[config.mk]
export PLATFORM = sky130hd
export DESIGN_NAME = register_file_mp
export DESIGN_NICKNAME = d
export VERILOG_FILES = /design/src/rtl/register_file_mp_pkg.sv /design/src/rtl/register_file_mp_scoreboard.sv /design/src/rtl/register_file_mp.sv
export SDC_FILE = /design/constraint.sdc
export NUM_CORES = 2
export LEC_CHECK = 0
export ABC_AREA = 1
export ABC_CLOCK_PERIOD_IN_PS = 5300
export CAP_MARGIN = 0
export CORE_MARGIN = 5
export CORE_UTILIZATION = 31
export CTS_CLUSTER_DIAMETER = 100
export DETAILED_ROUTE_END_ITERATION = 8
export PLACE_DENSITY = 0.51
export SLEW_MARGIN = 5
export SYNTH_ARGS = -nofsm -noshare
export SYNTH_HDL_FRONTEND = slang
export SYNTH_SLANG_ARGS = --single-unit
[constraint.sdc]
create_clock -name clk -period 5.3 [get_ports clk]
set_clock_uncertainty 0.15 [all_clocks]
set_input_delay 0.53 -clock clk [delete_from_list [all_inputs] [get_ports clk]]
set_output_delay 0.53 -clock clk [all_outputs]
set_load 0.02 [all_outputs]
[src/rtl/register_file_mp_pkg.sv]
// Shared defaults, busy-bit update encoding and address qualification for register_file_mp.
// ZERO_REG_EN: when defined, register 0 is hardwired to zero and never marked busy.
`default_nettype none

package register_file_mp_pkg;

  localparam int DEF_DATA_W   = 32;
  localparam int DEF_DEPTH    = 32;
  localparam int DEF_ADDR_W   = 5;
  localparam int DEF_NUM_READ = 2;

  // Value returned on a read of an address that has no backing register.
  localparam int OOR_READ_VALUE = 0;

  typedef enum logic [1:0] {
    BUSY_HOLD  = 2'd0,
    BUSY_CLEAR = 2'd1,
    BUSY_SET   = 2'd2
  } busy_op_e;

  // True when addr names a real, writable register.
  function automatic logic addr_ok(input logic [31:0] addr, input int unsigned depth);
    logic ok;
    ok = (addr < depth);
`ifdef ZERO_REG_EN
    ok = ok && (addr != 32'd0);
`endif
    return ok;
  endfunction

endpackage

`default_nettype wire

[src/rtl/register_file_mp_scoreboard.sv]
// reg_scoreboard: per-register busy bits; reset clears all, a write clears one, a reserve sets one.
// A same-cycle reserve beats a write to the same register. ZERO_REG_EN masks register 0.
`default_nettype none

module reg_scoreboard
  import register_file_mp_pkg::*;
#(
  parameter int DEPTH  = DEF_DEPTH,
  parameter int ADDR_W = DEF_ADDR_W
) (
  input  logic              clk,
  input  logic              rst,
  input  logic              write_sel,
  input  logic [ADDR_W-1:0] sel_write,
  input  logic              reserve_sel,
  input  logic [ADDR_W-1:0] sel_reserve,
  output logic [DEPTH-1:0]  busy_next_o
);

  logic [DEPTH-1:0] busy_q;
  logic [DEPTH-1:0] busy_d;
  busy_op_e         op [DEPTH];
  logic             write_ok;
  logic             reserve_ok;

  assign write_ok   = write_sel   && addr_ok(32'(sel_write), DEPTH);
  assign reserve_ok = reserve_sel && addr_ok(32'(sel_reserve), DEPTH);

  always_comb begin
    busy_d = busy_q;
    for (int r = 0; r < DEPTH; r++) begin
      op[r] = BUSY_HOLD;
      if (write_ok && (32'(sel_write) == r))
        op[r] = BUSY_CLEAR;
      // The new producer wins over a retiring one on the same register.
      if (reserve_ok && (32'(sel_reserve) == r))
        op[r] = BUSY_SET;
      case (op[r])
        BUSY_CLEAR: busy_d[r] = 1'b0;
        BUSY_SET:   busy_d[r] = 1'b1;
        default:    busy_d[r] = busy_q[r];
      endcase
    end
  end

  always_ff @(posedge clk) begin
    if (rst)
      busy_q <= '0;
    else
      busy_q <= busy_d;
  end

  // Post-edge view lets a same-cycle read observe this cycle's write/reserve.
  assign busy_next_o = busy_d;

endmodule

`default_nettype wire

[src/rtl/register_file_mp.sv]
// register_file_mp: multi-port register file with registered reads, write bypass and busy scoreboard.
// ZERO_REG_EN: when defined, register 0 reads as zero and ignores writes/reserves.
`default_nettype none

module register_file_mp
  import register_file_mp_pkg::*;
#(
  parameter int DATA_W   = DEF_DATA_W,
  parameter int DEPTH    = DEF_DEPTH,
  parameter int ADDR_W   = DEF_ADDR_W,
  parameter int NUM_READ = DEF_NUM_READ
) (
  input  logic                       clk,
  input  logic                       rst,
  input  logic                       read_sel,
  input  logic [NUM_READ*ADDR_W-1:0] sel_read,
  output logic [NUM_READ*DATA_W-1:0] data_read,
  output logic [NUM_READ-1:0]        busy_read,
  input  logic                       write_sel,
  input  logic [ADDR_W-1:0]          sel_write,
  input  logic [DATA_W-1:0]          data_write,
  input  logic                       reserve_sel,
  input  logic [ADDR_W-1:0]          sel_reserve
);

  logic [DATA_W-1:0] mem_q [DEPTH];
  logic [DEPTH-1:0]  busy_next;
  logic              write_ok;

  assign write_ok = write_sel && addr_ok(32'(sel_write), DEPTH);

  reg_scoreboard #(
    .DEPTH  (DEPTH),
    .ADDR_W (ADDR_W)
  ) u_scoreboard (
    .clk         (clk),
    .rst         (rst),
    .write_sel   (write_sel),
    .sel_write   (sel_write),
    .reserve_sel (reserve_sel),
    .sel_reserve (sel_reserve),
    .busy_next_o (busy_next)
  );

  always_ff @(posedge clk) begin
    if (rst) begin
      for (int r = 0; r < DEPTH; r++)
        mem_q[r] <= '0;
    end else if (write_ok) begin
      mem_q[sel_write] <= data_write;
    end
  end

  for (genvar k = 0; k < NUM_READ; k++) begin : g_read_port
    logic [ADDR_W-1:0] addr;
    logic              rd_ok;
    logic [DATA_W-1:0] rdata_d;
    logic [DATA_W-1:0] rdata_q;
    logic              rbusy_d;
    logic              rbusy_q;

    assign addr  = sel_read[k*ADDR_W +: ADDR_W];
    assign rd_ok = addr_ok(32'(addr), DEPTH);

    always_comb begin
      rdata_d = DATA_W'(OOR_READ_VALUE);
      rbusy_d = 1'b0;
      if (rd_ok) begin
        rbusy_d = busy_next[addr];
        // Bypass: a write landing this edge is what the read must see.
        if (write_ok && (addr == sel_write))
          rdata_d = data_write;
        else
          rdata_d = mem_q[addr];
      end
    end

    always_ff @(posedge clk) begin
      if (rst) begin
        rdata_q <= '0;
        rbusy_q <= 1'b0;
      end else if (read_sel) begin
        rdata_q <= rdata_d;
        rbusy_q <= rbusy_d;
      end
    end

    assign data_read[k*DATA_W +: DATA_W] = rdata_q;
    assign busy_read[k]                  = rbusy_q;
  end

endmodule

`default_nettype wire
==> impl_metrics.ini <==
[synthesis]
synth_area_per_cell_um2 = 8.323
netlist_top_cells_area = edfxtp_1 52%, nor2_1 13%, o21ai_0 11%, nand2_1 4.1%, o22ai_1 4.0%
synth_top_area_frac = 0.5189
synth_fp_nets = 7177
synthCells = 7120
yosysWarnings = 0
synth_area_um2 = 59260
yosysSeqAreaShare = 0.5520
synth_top_area_cell = edfxtp_1
synth-seq-cells = 1122
synth_cell_types = 24

[setup_path]
worst_setup_path_end_kind = flop
worstPathCellList = buf_8 > inv_6 > buf_4 > o21ai_0 > o22ai_1 > nand2_1 > a21oi_1 > o21ai_0 > nand2_1 > nand2_1 > a21oi_1
timing_worst_setup_path_type = primary input to flop
r2r_cells = 8
path_max_fanout = 72
worstReg2RegEnd = g_read_port[0].rdata_q[1]
arrival_ns = 3.67
r2r_slack_ns = 2.82
cp_common_cell = nand2_1
required_ns = 5.84
max_stage_delay_ns = 0.70
r2r-start = mem_q[18][1]
cp-start-kind = primary input
critPathSlowestCell = inv_6

[floorplan]
core_area_um2 = 190200
rows = 160
fp.dieH_um = 447.2
ioPinCount = 123
die_area_um2 = 200000
start_util = 0.3116
die_w_um = 447.2

[clock_tree]
clk_pin_slew_worst_paths_ns = 0.05
clockRootBuffer = clkbuf_16
clock_sinks = 1122
htreeDepth = 4
clock_latency_ns = 0.79
clock_path_buffers = 3
postCtsResizedCells = 0
cts_hold_buf = 1
cts_inserted_buffers = 132
cts_tree = built
cts_setup_buffers = 0

[place]
dp_cells = 9235
post-dp-hpwl_um = 146300
gp_congestion = 0.9012
numPortBuffers = 122
pre_cts_slack_ns = 1.669

[sta]
hold_slack_ns = 0.1088
drv_slew = 0
layout_min_cycle_time_ns = 3.123
setup_violations = 0
fin_setup_tns_ns = 0
rsz0062_at_grt = no
tightest_slew_ns = 1.268
setup_ws_ns = 2.177
fmax_ghz = 0.3202
final.period_utilization = 0.5893
slew_headroom = 0.1546
finalHoldViolCount = 0

[worst_hold_path]
holdPathEnd = g_read_port[0].rdata_q[14]
min_path_cells = 3
hold_path.class = primary input to flop
min_from = read_sel

[pwr]
p_per_area_nw_per_um2 = 336.9
ir_drop_v = 0.0002076
leakagePower_nw = 23.91

[drt]
viasPerCell = 5.823
ant_nets = 0
wire_per_inst_um = 26.69
firstDrtPassIters = 6
drtIter0Drc = 7034
num_vias = 55180
drc = 0
routed_wl_um = 252900

[cells_and_area]
mostFrequentLayoutCells = 2095 x nor2_1, 1253 x o21ai_0, 1024 x edfxtp_1
num-fill-cells = 19380
fin_util = 0.3517
mostFrequentLayoutCell = nor2_1
area_delta_synth_final_pct = 12.88
final_nets = 6916
drive_above_1_share = 0.06593
layoutNonFillerInstCount = 9477

[run_status]
status = completed

[global_route]
grt_first_pass_wirelength_um = 362600
overflow = 0
grt_pass1_vias = 52340
antenna_found_initial = 6
grt.total_usage = 0.2432
grt_max_degree = 151

[job]
cap_violations = 0
==> worst max-delay path by stage <==
stage / startpoint / to / slack (ns) / depth (start not counted)
6_report: sel_read[1] / g_read_port[0].rdata_q[1] / 2.18 / 11
5_1_grt: sel_read[1] / g_read_port[0].rdata_q[10] / 2.26 / 10
4_1_cts: sel_write[3] / mem_q[14][15] / 2.47 / 5
3_5_place_dp: sel_write[3] / mem_q[14][15] / 1.67 / 5
3_3_place_gp: sel_write[3] / mem_q[14][10] / 1.70 / 5
2_1_floorplan: rst / mem_q[10][0] / 2.51 / 6
==> routing by layer <==
layer  GRT usage  vias to the layer above  wire length (um)
li1            -                    24130                 -
met1      0.3253                    27040            100700
met2      0.3829                     3407            114400
met3     0.05526                      597             28180
met4     0.09579                        4              9666
met5           0                        -                26
==> synthesized netlist by cell type (all sizes together) <==
cell     number
a221oi        2
nand2       654
o21ai      1346
xor2          3
o22ai       378
a211oi        1
o211ai       72
nand3       252
nand3b        1
buf         182
clkbuf      519
edfxtp     1024
o2111ai       1
nor2       2096
dfxtp        98
nand4         8
a21oi       340
inv         135
o221ai        8
==> registers in the layout, indices dropped and copies added (netlist names) <==
signal and count:
u_scoreboard.busy_q 32, mem_q 1024, g_read_port.rdata_q 64, g_read_port.rbusy_q 2
==> metrics by stage <==
step,instance area (um^2),power (mW)
3_5_place_dp,62650,13.50
5_1_grt,66880,23.24
4_1_cts,66880,22.56
2_1_floorplan,59260,12.18
3_3_place_gp,62650,13.46
6_report,66890,22.53
==> area by class of cell <==
type / count / area [um^2] / area share
flip-flops and latches: 1122 / 32710 / 0.4890
clock inverters: 61 / 580.6 / 0.008679
multi-input cells: 5162 / 23340 / 0.3490
clock buffers: 176 / 3636 / 0.05436
inverters: 135 / 545.5 / 0.008155
repair buffers: 306 / 2920 / 0.04366
well taps: 2511 / 3142 / 0.04697
diodes: 4 / 10.01 / 0.0001496
==> cell families after synthesis <==
logic type,after synthesis,synth area share
buffers and inverters,836,0.05775
XOR/XNOR,3,0.0004435
AO/OA/AOI/OAI,2148,0.1934
flip-flops,1122,0.5520
AND/OR/NAND/NOR,3011,0.1964
==> critical path, delay by kind of cell <==
| family | cells | cell delay [ns] |
|---|---|---|
| compound gates | 5 | 1.36 |
| buf+inv | 3 | 1.29 |
| simple gates | 3 | 0.41 |
==> power breakdown <==
| group | leakage (nW) | internal [mW] | switching [mW] |
|---|---|---|---|
| logic | 11.3 | 0.776 | 2.24 |
| registers | 10.6 | 10.2 | 0.241 |
| clock network | 2.07 | 5.27 | 3.86 |
(Power assumes the default switching activity.)
